$ cat src/rtl/cmul_sequencer.sv
// cmul_sequencer: signed complex product (a * w) using one shared unsigned radix-4 Booth
// multiplier over four cycles. Optional CMUL_ZERO_SKIP_EN: finish after MUL1 when latched w_im is zero.

module Multiplier #(
    parameter int N = 8
) (
    input  logic [N-1:0]   x_i,
    input  logic [N-1:0]   y_i,
    output logic [2*N-1:0] p_o
);
    localparam int unsigned NDIG = N / 2 + 1;

    logic [N+2:0]   yz;
    logic [2*N-1:0] xe;
    logic [2*N-1:0] pp;
    logic [2*N-1:0] acc;
    logic [2:0]     trip;

    // Two leading zeros keep the top Booth digit non-negative for unsigned y
    always_comb begin
        yz   = {2'b00, y_i, 1'b0};
        xe   = {{N{1'b0}}, x_i};
        acc  = '0;
        pp   = '0;
        trip = '0;
        for (int unsigned k = 0; k < NDIG; k++) begin
            trip = yz[2*k +: 3];
            case (trip)
                3'b001, 3'b010: pp = xe;
                3'b011:         pp = xe << 1;
                3'b100:         pp = -(xe << 1);
                3'b101, 3'b110: pp = -xe;
                default:        pp = '0;
            endcase
            acc = acc + (pp << (2 * k));
        end
        p_o = acc;
    end
endmodule

module cmul_sequencer #(
    parameter int N = 8
) (
    input  logic           clk,
    input  logic           rst,
    input  logic           in_valid,
    output logic           in_ready,
    input  logic [N-1:0]   a_re,
    input  logic [N-1:0]   a_im,
    input  logic [N-1:0]   w_re,
    input  logic [N-1:0]   w_im,
    output logic           out_valid,
    input  logic           out_ready,
    output logic [2*N:0]   p_re,
    output logic [2*N:0]   p_im,
    output logic           busy
);
    typedef enum logic [2:0] {
        S_IDLE,
        S_MUL0,
        S_MUL1,
        S_MUL2,
        S_MUL3,
        S_DONE
    } state_t;

    state_t         state_q, state_d;
    logic [N-1:0]   are_q, aim_q, wre_q, wim_q;
    logic [N-1:0]   are_d, aim_d, wre_d, wim_d;
    logic [2*N:0]   acc_re_q, acc_re_d, acc_im_q, acc_im_d;

    logic [N-1:0]   x_sel, y_sel, x_mag, y_mag;
    logic [2*N-1:0] mag_prod;
    logic [2*N:0]   prod;
    logic           prod_neg;

    always_ff @(posedge clk or posedge rst) begin
        if (rst) begin
            state_q  <= S_IDLE;
            are_q    <= '0;
            aim_q    <= '0;
            wre_q    <= '0;
            wim_q    <= '0;
            acc_re_q <= '0;
            acc_im_q <= '0;
        end else begin
            state_q  <= state_d;
            are_q    <= are_d;
            aim_q    <= aim_d;
            wre_q    <= wre_d;
            wim_q    <= wim_d;
            acc_re_q <= acc_re_d;
            acc_im_q <= acc_im_d;
        end
    end

    // Operand selection from latched registers only; sign-magnitude conversion around the unsigned core
    always_comb begin
        x_sel = '0;
        y_sel = '0;
        case (state_q)
            S_MUL0: begin x_sel = are_q; y_sel = wre_q; end
            S_MUL1: begin x_sel = aim_q; y_sel = wre_q; end
            S_MUL2: begin x_sel = aim_q; y_sel = wim_q; end
            S_MUL3: begin x_sel = are_q; y_sel = wim_q; end
            default: ;
        endcase
        x_mag    = x_sel[N-1] ? -x_sel : x_sel;
        y_mag    = y_sel[N-1] ? -y_sel : y_sel;
        prod_neg = x_sel[N-1] ^ y_sel[N-1];
        prod     = prod_neg ? -{1'b0, mag_prod} : {1'b0, mag_prod};
    end

    Multiplier #(.N(N)) u_mult (
        .x_i (x_mag),
        .y_i (y_mag),
        .p_o (mag_prod)
    );

    always_comb begin
        state_d   = state_q;
        are_d     = are_q;
        aim_d     = aim_q;
        wre_d     = wre_q;
        wim_d     = wim_q;
        acc_re_d  = acc_re_q;
        acc_im_d  = acc_im_q;
        in_ready  = 1'b0;
        out_valid = 1'b0;
        busy      = 1'b1;
        case (state_q)
            S_IDLE: begin
                in_ready = 1'b1;
                busy     = 1'b0;
                if (in_valid) begin
                    are_d   = a_re;
                    aim_d   = a_im;
                    wre_d   = w_re;
                    wim_d   = w_im;
                    state_d = S_MUL0;
                end
            end
            S_MUL0: begin
                acc_re_d = prod;
                state_d  = S_MUL1;
            end
            S_MUL1: begin
                acc_im_d = prod;
`ifdef CMUL_ZERO_SKIP_EN
                state_d  = (wim_q == '0) ? S_DONE : S_MUL2;
`else
                state_d  = S_MUL2;
`endif
            end
            S_MUL2: begin
                acc_re_d = acc_re_q - prod;
                state_d  = S_MUL3;
            end
            S_MUL3: begin
                acc_im_d = acc_im_q + prod;
                state_d  = S_DONE;
            end
            S_DONE: begin
                out_valid = 1'b1;
                if (out_ready) state_d = S_IDLE;
            end
            default: state_d = S_IDLE;
        endcase
    end

    assign p_re = acc_re_q;
    assign p_im = acc_im_q;
endmodule
$ cat config.mk
export PLATFORM = sky130hd
export DESIGN_NAME = cmul_sequencer
export DESIGN_NICKNAME = d
export VERILOG_FILES = /design/src/rtl/cmul_sequencer.sv
export SDC_FILE = /design/constraint.sdc
export NUM_CORES = 1
export LEC_CHECK = 0
export ABC_AREA = 1
export ABC_CLOCK_PERIOD_IN_PS = 9200
export CORE_ASPECT_RATIO = 1.5
export CORE_MARGIN = 2
export CORE_UTILIZATION = 55
export CTS_BUF_LIST = sky130_fd_sc_hd__clkbuf_16
export DETAILED_ROUTE_END_ITERATION = 8
export MAX_ROUTING_LAYER = met4
export PLACE_DENSITY = 0.86
export SLEW_MARGIN = 20
export SYNTH_ARGS = -nofsm -noshare
export SYNTH_HDL_FRONTEND = slang
export SYNTH_SLANG_ARGS = --single-unit
$ cat constraint.sdc
create_clock -name clk -period 9.2 [get_ports clk]
set_input_delay 1.84 -clock clk [delete_from_list [all_inputs] [get_ports clk]]
set_output_delay 1.84 -clock clk [all_outputs]
set_load 0.01 [all_outputs]
==> run summary, run 1 <==
outcome = finished clean
clk sinks = 69
total of warnings raised by yosys = 0
Diodes inserted = 0
Fin. Hold Viols = 0
# fillers = 1218
RD Place Congestion = 1.00
Top cell by count, worst path = nand2_1
grt total ovfl = 0
clock tree buffer depth = 2
f_max = 0.120 GHz
drt first pass iters = 4
Detailed Place HPWL = 18.4 mm
Reg2Reg Depth = 45
Critical Setup Path Class = reg -> reg
highest-count cells in the layout ignoring fill and taps = 240 x nand2_1, 162 x inv_1, 78 x nor2_1, 72 x clkdlybuf4s50_1, 71 x a21oi_1
Worst Setup End Kind = flip-flop
total routed wirelength = 22.8 mm
required time of the critical path = 9.40 ns
# IOs = 73
Final nets = 1276
first-pass GRT wire length = 37.8 mm
Die H = 150 microns
Yosys reg bits = 69
initial antenna violation count = 0
HP Class = reg -> reg
Slew HR = 40.1%
Slew @ Worst Pin = 0.899 ns
syn nets = 1201
Netlist Area Pre-Place = 7810 sq um
vias in the first global route = 7942
setup_tns = 0 ns
Final Setup Violations = 0
Global Route Usage Sum = 32.5%
Final period util = 90.5%
Core Util, Final = 65.0%
syn_area_per_cell = 7.23 sq um
Vias = 7612
CP Max Fanout = 12
setup skew after layout = 0.0132 ns
number of distinct library cells after synthesis = 54
largest net degree at the start of global routing = 70
ratio of cells with drive above 1 in the final layout = 13.1%
clk_lat worst skew = 0.35 ns
DR vias/cell = 5.74
crit path time final = 8.32 ns
WHS = 0.506 ns
Area Growth Syn to Fin = 16.0%
Post-route DRC = 0
post_cts resized = 0
Syn Inst Count = 1080
I/O Buffers = 72
slowest cell on the critical path = fa_1
CP startpoint kind = flip-flop
CTS hold repair buffers = 0
Total Die Area = 15200 sq um
wire length per cell = 17.2 microns
Crit path largest cell delay = 0.54 ns
Final Max Slew Viols = 0
ANT nets after route = 0
most common cell after layout, fill and taps aside = nand2_1
Setup Fix Bufs, Post-CTS = 0
H-tree depth = 3
DR iter-0 viols = 347
crit path DAT = 8.52 ns
Num CTS Buffers = 9
initial core utilization = 56.1%
Clk pin slew, worst setup/hold paths = 0.07 ns
core area = 13900 sq um
die width = 101 microns
CTS tree = yes
Rows = 53
Seq/Total Area, Yosys = 22.1%
Root Buffer = clkbuf_16
hold path depth = 1
max-cap check violation count = 0
-- cell usage after synthesis, drive strengths merged --
cell     instances  area [sq um]
nand3           58           365
nor4             1          6.26
clkbuf           8          40.0
a21oi           72           372
xor2            23           201
a31oi           11          68.8
nor2            97           457
o22a             1          8.76
nand2          280          1180
xnor2            7          61.3
a21boi           2          26.3
nor3            10          50.1
o2111ai          2          17.5
nand3b           2          15.0
or2             11          68.8
o311ai           1          8.76
a22oi            9          67.6
dfrtp           69          1730
clkinv           3          12.5
o22ai           19           119
nand4            3          18.8
fa              30           601
o221ai          10          87.6
inv            177           664
o31ai            4          43.8
o21ai           63           330
mux2            27           304
o211ai           5          37.5
a221oi           6          52.6
a21o             1          7.51
buf              6          40.0
o21bai           5          37.5
nor3b            1          7.51
ha              55           688
o21a             1          15.0
-- critical path, delay by kind of cell, from the launching register on --
family | cells | cell delay [ns]
buffers and inverters | 8 | 0.63
AND/OR/NAND/NOR | 19 | 2.05
XOR/XNOR | 3 | 1.06
adder cells (fa/ha/maj) | 7 | 2.66
AO/OA/AOI/OAI | 8 | 1.26
flip-flops | 1 | 0.50
-- per-layer routing --
metal | vias to the layer above | routed length, microns | part of all wire (%) | track usage, %
li1 | 3691 | - | - | -
met1 | 3561 | 8260 | 36 | 32.2
met2 | 263 | 12400 | 54 | 60.7
met3 | 97 | 898 | 3.9 | 3.60
met4 | 0 | 1270 | 5.6 | 17.6
met5 | - | 0 | 0 | -
-- worst paths after layout --
path / end / slack [ns] / from
max: p_re[15] / 0.88 / state_q[1]
min: wim_q[3] / 0.51 / wim_q[3]
max reg2reg: p_re[15] / 0.88 / state_q[1]
min reg2reg: wim_q[3] / 0.51 / wim_q[3]
max in group asynchronous: p_re[11] / 6.52 / rst
min in group asynchronous: p_re[3] / 2.09 / rst
-- cells by family (layout without fill, tap and decap cells) --
family / after synthesis / in the layout / share of synthesized area [%]
simple gates: 463 / 463 / 27.8
compound gates: 212 / 212 / 16.6
buf+inv: 194 / 274 / 9.69
fa+ha+maj: 85 / 85 / 16.5
flops: 69 / 69 / 22.1
xor+xnor: 30 / 30 / 3.36
mux: 27 / 27 / 3.89
-- final cells by class --
type	count	area [sq um]	area share, %
Clock buffer	9	225	2.49
Clock inverter	7	104	1.15
Inverter	180	679	7.50
Multi-Input combinational cell	817	5350	59.1
Sequential cell	69	1730	19.1
Tap cell	165	206	2.28
Timing Repair Buffer	78	766	8.46
-- stage by stage --
step	worst slack [ns]	cell area [sq um]	cells
after floorplan	1.62	7810	1080
after global placement	0.847	8700	1309
after CTS	0.559	9030	1325
final	0.877	9060	1325
after detailed placement	0.618	8700	1309
after global routing	-0.0126	9060	1325
-- registers in the layout (all words and copies together) (netlist names) --
name,cells
state_q,3
wre_q,8
p_im,17
are_q,8
p_re,17
aim_q,8
wim_q,8
Power of run 1 is not shown: default switching activity piles up to over one toggle a cycle in this logic, so the estimate is an artifact.
==> run 2: changes to the inputs <==
ABC_AREA = default   (was 1)
CAP_MARGIN = 25   (was default)
==> run summary, run 2 <==
outcome = finished clean (unchanged)
CP startpoint = state_q[2] (was state_q[1])
share of the synthesized area in the top cell type = 21.5% (was 22.1%)
CP Max Fanout = 13 (was 12)
number of distinct library cells after synthesis = 82 (was 54)
grt total ovfl = 0 (unchanged)
f_max = 0.113 GHz (was 0.120 GHz)
highest-count cells in the layout ignoring fill and taps = 92 x nor2_1, 91 x nand2_1, 72 x o21ai_0, 72 x clkdlybuf4s50_1, 70 x inv_1 (was 240 x nand2_1, 162 x inv_1, 78 x nor2_1, 72 x clkdlybuf4s50_1, 71 x a21oi_1)
Netlist Area Pre-Place = 8010 sq um (was 7810 sq um)
Slew @ Worst Pin = 1.08 ns (was 0.899 ns)
crit path DAT = 9.07 ns (was 8.52 ns)
crit path time final = 8.81 ns (was 8.32 ns)
die width = 103 microns (was 101 microns)
I/O Buffers = 72 (unchanged)
syn nets = 1097 (was 1201)
DR iter-0 viols = 494 (was 347)
required time of the critical path = 9.46 ns (was 9.40 ns)
H-tree depth = 3 (unchanged)
number of synthesized flops with an enable pin = 0 (unchanged)
Buf+Inv Stages, Crit Path = 4 (was 8)
Final period util = 95.8% (was 90.5%)
syn_area_per_cell = 8.21 sq um (was 7.23 sq um)
Core Util, Final = 67.3% (was 65.0%)
total routed wirelength = 26.1 mm (was 22.8 mm)
setup_tns = 0 ns (unchanged)
largest net degree at the start of global routing = 70 (unchanged)
Die H = 152 microns (was 150 microns)
HP Class = reg -> reg (unchanged)
placed insts = 1239 (was 1309)
Final Max Slew Viols = 0 (unchanged)
ANT nets after route = 0 (unchanged)
Num CTS Buffers = 9 (unchanged)
Post-route DRC = 0 (unchanged)
Crit path largest cell delay = 0.55 ns (was 0.54 ns)
clk sinks = 69 (unchanged)
core area = 14400 sq um (was 13900 sq um)
most frequently used flop master after synthesis = dfrtp_1 (unchanged)
delay-heaviest family, CP = adder cells (unchanged)
Total Die Area = 15600 sq um (was 15200 sq um)
# IOs = 73 (unchanged)
Detailed Place HPWL = 19.4 mm (was 18.4 mm)
clk_lat worst skew = 0.35 ns (about the same)
total of warnings raised by yosys = 0 (unchanged)
vias in the first global route = 7898 (was 7942)
Area Growth Syn to Fin = 20.9% (was 16.0%)
Final Setup Violations = 0 (unchanged)
Rows = 54 (was 53)
Worst Setup EP = p_im[16] (was p_re[15])
DR vias/cell = 6.27 (was 5.74)
R2R Path End = p_im[16] (was p_re[15])
Seq/Total Area, Yosys = 21.5% (was 22.1%)
wire length per cell = 20.6 microns (was 17.2 microns)
flop2flop setup slack = 0.39 ns (was 0.88 ns)
ratio of cells with drive above 1 in the final layout = 14.8% (was 13.1%)
most frequent cell after synthesis = nor2_1 (was nand2_1)
initial core utilization = 55.7% (was 56.1%)
CTS tree = yes (unchanged)
setup skew after layout = 0.0135 ns (was 0.0132 ns)
first-pass GRT wire length = 41.0 mm (was 37.8 mm)
Reg2Reg Depth = 37 (was 45)
Slew HR = 27.4% (was 40.1%)
Critical Setup Path Class = reg -> reg (unchanged)
Final Non-Filler Cells = 1263 (was 1325)
clock tree buffer depth = 2 (unchanged)
most common cell after layout, fill and taps aside = nor2_1 (was nand2_1)
synth cell count leaders = 93 x nor2_1, 92 x nand2_1, 73 x o21ai_0, 70 x inv_1 (was 240 x nand2_1, 163 x inv_1, 78 x nor2_1, 71 x a21oi_1, 69 x dfrtp_1)
initial antenna violation count = 0 (unchanged)
worst r2r src = state_q[2] (was state_q[1])
top post-synthesis cells by area = dfrtp_1 22%, ha_1 8.6%, fa_1 7.5% (was dfrtp_1 22%, nand2_1 12%, ha_1 8.8%)
drt first pass iters = 7 (was 4)
Diodes inserted = 0 (unchanged)
Global Route Usage Sum = 35.0% (was 32.5%)
slowest cell on the critical path = fa_1 (unchanged)
Vias = 7920 (was 7612)
Final nets = 1183 (was 1276)
Worst Setup End Kind = flip-flop (unchanged)
RD Place Congestion = 1.03 (was 1.00)
Async SR Flop Fraction = 100% (unchanged)
Syn Inst Count = 976 (was 1080)
Fin. Hold Viols = 0 (unchanged)
Root Buffer = clkbuf_16 (unchanged)
max-cap check violation count = 0 (unchanged)
Clk pin slew, worst setup/hold paths = 0.06 ns (was 0.07 ns)
area leader, netlist = dfrtp_1 (unchanged)
critical path depth = 37 (was 45)
Yosys reg bits = 69 (unchanged)
CTS hold repair buffers = 0 (unchanged)
CP startpoint kind = flip-flop (unchanged)
run 2: cell types whose count changed after synthesis, sizes merged, moves of 9 or more:
cell	previous run	this run
nor3	10	22
a221oi	6	17
o21ai	63	75
inv	177	71
nand2b	0	9
a21o	1	14
nand3	58	16
clkbuf	8	37
nor2b	0	17
nand2	280	93
xnor2	7	49
run 2: worst min path at each step:
stage | end | cells past startpoint | start | slack (ns)
finish | aim_q[6] | 1 | aim_q[6] | 0.50
global route | wre_q[6] | 1 | wre_q[6] | 0.52
CTS | aim_q[6] | 1 | aim_q[6] | 0.51
detailed placement | aim_q[6] | 1 | aim_q[6] | 0.50
global placement | are_q[7] | 1 | are_q[7] | 0.49
floorplan | wre_q[7] | 1 | wre_q[7] | 0.47
run 2: what timing repair did:
item                                   CTS  global route
endpoints found under the hold margin    0             0
pin swaps                                0             8
buffers inserted                         0             6
setup endpoints to repair                3             7
gates resized for setup                  4            29
run 2: logic make-up (layout without fill, tap and decap cells):
family / after synthesis / in the layout / share of synthesized area (%)
AOI/OAI and AO/OA: 283 / 283 / 23.6
xor gates and xnor gates: 81 / 81 / 9.42
adders and majority gates: 86 / 86 / 16.2
buffers and inverters: 120 / 211 / 5.93
DFF: 69 / 69 / 21.5
muxes: 40 / 40 / 5.57
and+or+nand+nor: 297 / 297 / 17.7
run 2: routing by layer:
metal,global-route usage (%),wire length (microns),vias up
met4,22.5,1890,0
li1,-,-,3647
met2,57.1,13400,375
met1,39.8,9280,3786
met5,-,0,-
met3,3.82,1530,112
run 2: stage by stage:
stage	area, sq um	worst slack, ns	hold slack [ns]
2_1_floorplan	8010	0.354	0.472
3_3_place_gp	9100	0.187	0.487
3_5_place_dp	9100	-0.0230	0.495
4_1_cts	9470	0.0520	0.509
5_1_grt	9690	-0.0712	0.515
6_report	9690	0.386	0.504
run 2: final cells by class:
class	instances	area, sq um
tap	196	245
multi-input combinational	787	5990
fill	1106	4700
sequential	69	1730
clock inverter	7	115
timing repair buffer	123	1110
clock buffer	9	225
inverter	72	270
Power of run 2 is left out for the same reason.
==> run 3: changes to the inputs <==
RECOVER_POWER = 50   (was default)
==> run summary, run 3 (same netlist as run 2, synthesis figures left out) <==
RD Place Congestion = 1.03 (unchanged)
setup_tns = 0 ns (unchanged)
met3 Use GR = 3.82% (unchanged)
CP startpoint kind = flip-flop (unchanged)
Diodes inserted = 0 (unchanged)
Final period util = 95.7% (was 95.8%)
largest net degree at the start of global routing = 70 (unchanged)
Final Max Slew Viols = 70 (was 0)
initial antenna violation count = 0 (unchanged)
GRT busiest layer = met2 (unchanged)
total routed wirelength = 26.1 mm (about the same)
highest-count cells in the layout ignoring fill and taps = 92 x nor2_1, 91 x nand2_1, 72 x o21ai_0, 70 x inv_1, 69 x clkdlybuf4s50_1 (was 92 x nor2_1, 91 x nand2_1, 72 x o21ai_0, 72 x clkdlybuf4s50_1, 70 x inv_1)
Final Setup Violations = 0 (unchanged)
crit path time final = 8.81 ns (about the same)
CP startpoint = state_q[2] (unchanged)
max-cap check violation count = 1 (was 0)
multi-input logic area = 5990 sq um (unchanged)
ratio of cells with drive above 1 in the final layout = 14.6% (was 14.8%)
Total Die Area = 15600 sq um (unchanged)
Rows = 54 (unchanged)
outcome = finished, violations left (was finished clean)
Vias = 7928 (was 7920)
Slew @ Worst Pin = 3.75 ns (was 1.08 ns)
slowest cell on the critical path = fa_1 (unchanged)
Num CTS Buffers = 9 (unchanged)
Global Route Usage Sum = 35.0% (unchanged)
Clk pin slew, worst setup/hold paths = 0.06 ns (about the same)
HP Class = reg -> reg (unchanged)
grt total ovfl = 0 (unchanged)
HP Start = aim_q[6] (unchanged)
Final nets = 1183 (unchanged)
clk_lat worst skew = 0.35 ns (about the same)
crit path DAT = 9.06 ns (was 9.07 ns)
wire length per cell = 20.6 microns (about the same)
CTS hold repair buffers = 0 (unchanged)
CP Max Fanout = 13 (unchanged)
Detailed Place HPWL = 19.4 mm (unchanged)
vias in the first global route = 7898 (unchanged)
first-pass GRT wire length = 41.0 mm (unchanged)
clock tree buffer depth = 2 (unchanged)
H-tree depth = 3 (unchanged)
worst r2r src = state_q[2] (unchanged)
initial core utilization = 55.7% (unchanged)
# fillers = 1108 (was 1106)
# IOs = 73 (unchanged)
Post-route DRC = 0 (unchanged)
Critical Setup Path Class = reg -> reg (unchanged)
required time of the critical path = 9.46 ns (about the same)
met2 global-route usage = 57.1% (unchanged)
Fin. Hold Viols = 0 (unchanged)
die width = 103 microns (unchanged)
delay-heaviest family, CP = adder cells (unchanged)
clk sinks = 69 (unchanged)
CTS tree = yes (unchanged)
failing checks = capacitance limit, slew limit
Area Growth Syn to Fin = 20.8% (was 20.9%)
Root Buffer = clkbuf_16 (unchanged)
ANT nets after route = 0 (unchanged)
Slew HR = -150% (was 27.4%)
drt first pass iters = 5 (was 7)
DR iter-0 viols = 494 (unchanged)
Buf+Inv Stages, Crit Path = 4 (unchanged)
Worst Setup End Kind = flip-flop (unchanged)
FF/Latch Area = 1730 sq um (unchanged)
core area = 14400 sq um (unchanged)
DR vias/cell = 6.28 (was 6.27)
most common cell after layout, fill and taps aside = nor2_1 (unchanged)
Crit path largest cell delay = 0.55 ns (about the same)
flop2flop setup slack = 0.39 ns (about the same)
Die H = 152 microns (unchanged)
setup skew after layout = 0.0134 ns (was 0.0135 ns)
f_max = 0.114 GHz (was 0.113 GHz)
I/O Buffers = 72 (unchanged)
met1 GRT Util = 39.8% (unchanged)
==> run 3: cell type report <==
type / instances / share of cell area [%]
clock buffer: 9 / 2.33
inverter: 72 / 2.79
sequential: 69 / 17.9
multi-input combinational: 787 / 61.9
tap: 196 / 2.53
clock inverter: 7 / 1.19
timing repair buffer: 123 / 11.4
==> run 3: metrics by stage <==
| stage | setup slack (ns) | hold slack, ns | area (sq um) | utilization, % | instances |
|---|---|---|---|---|---|
| after global routing | -0.0712 | 0.515 | 9680 | 67.3 | 1263 |
| final | 0.394 | 0.503 | 9680 | 67.3 | 1263 |
| after CTS | 0.0520 | 0.509 | 9470 | 65.8 | 1255 |
| after detailed placement | -0.0230 | 0.495 | 9100 | 63.2 | 1239 |
| after global placement | 0.187 | 0.487 | 9100 | 63.2 | 1239 |
| after floorplan | 0.354 | 0.472 | 8010 | - | 976 |
==> run 3: worst reg2reg max path: cells and delay by family (launching register included) <==
kind	cells	cell delay, ns
adder cells (fa/ha/maj)	7	2.84
AO/OA/AOI/OAI	13	2.32
XOR/XNOR	5	1.04
AND/OR/NAND/NOR	8	1.77
buffers and inverters	4	0.30
flip-flops	1	0.49
==> run 3: worst paths after layout <==
path / to / cells after the start
max: p_im[16] / 37
min: aim_q[6] / 1
max reg2reg: p_im[16] / 37
min reg2reg: aim_q[6] / 1
max in group asynchronous: state_q[0] / 3
min in group asynchronous: are_q[0] / 3
==> run 3: per-layer routing <==
metal / wire length (microns) / share of wire, % / vias up
li1: - / - / 3651
met1: 9290 / 36 / 3804
met2: 13400 / 51 / 365
met3: 1510 / 5.8 / 108
met4: 1870 / 7.2 / 0
met5: 0 / 0 / -
==> run 3: timing repair <==
action,in CTS,in global routing
hold endpoints to repair,0,0
pin swaps,0,8
setup endpoints to repair,3,7
gates resized for setup,4,29
buffers inserted,0,6
Power of run 3 is left out for the same reason.
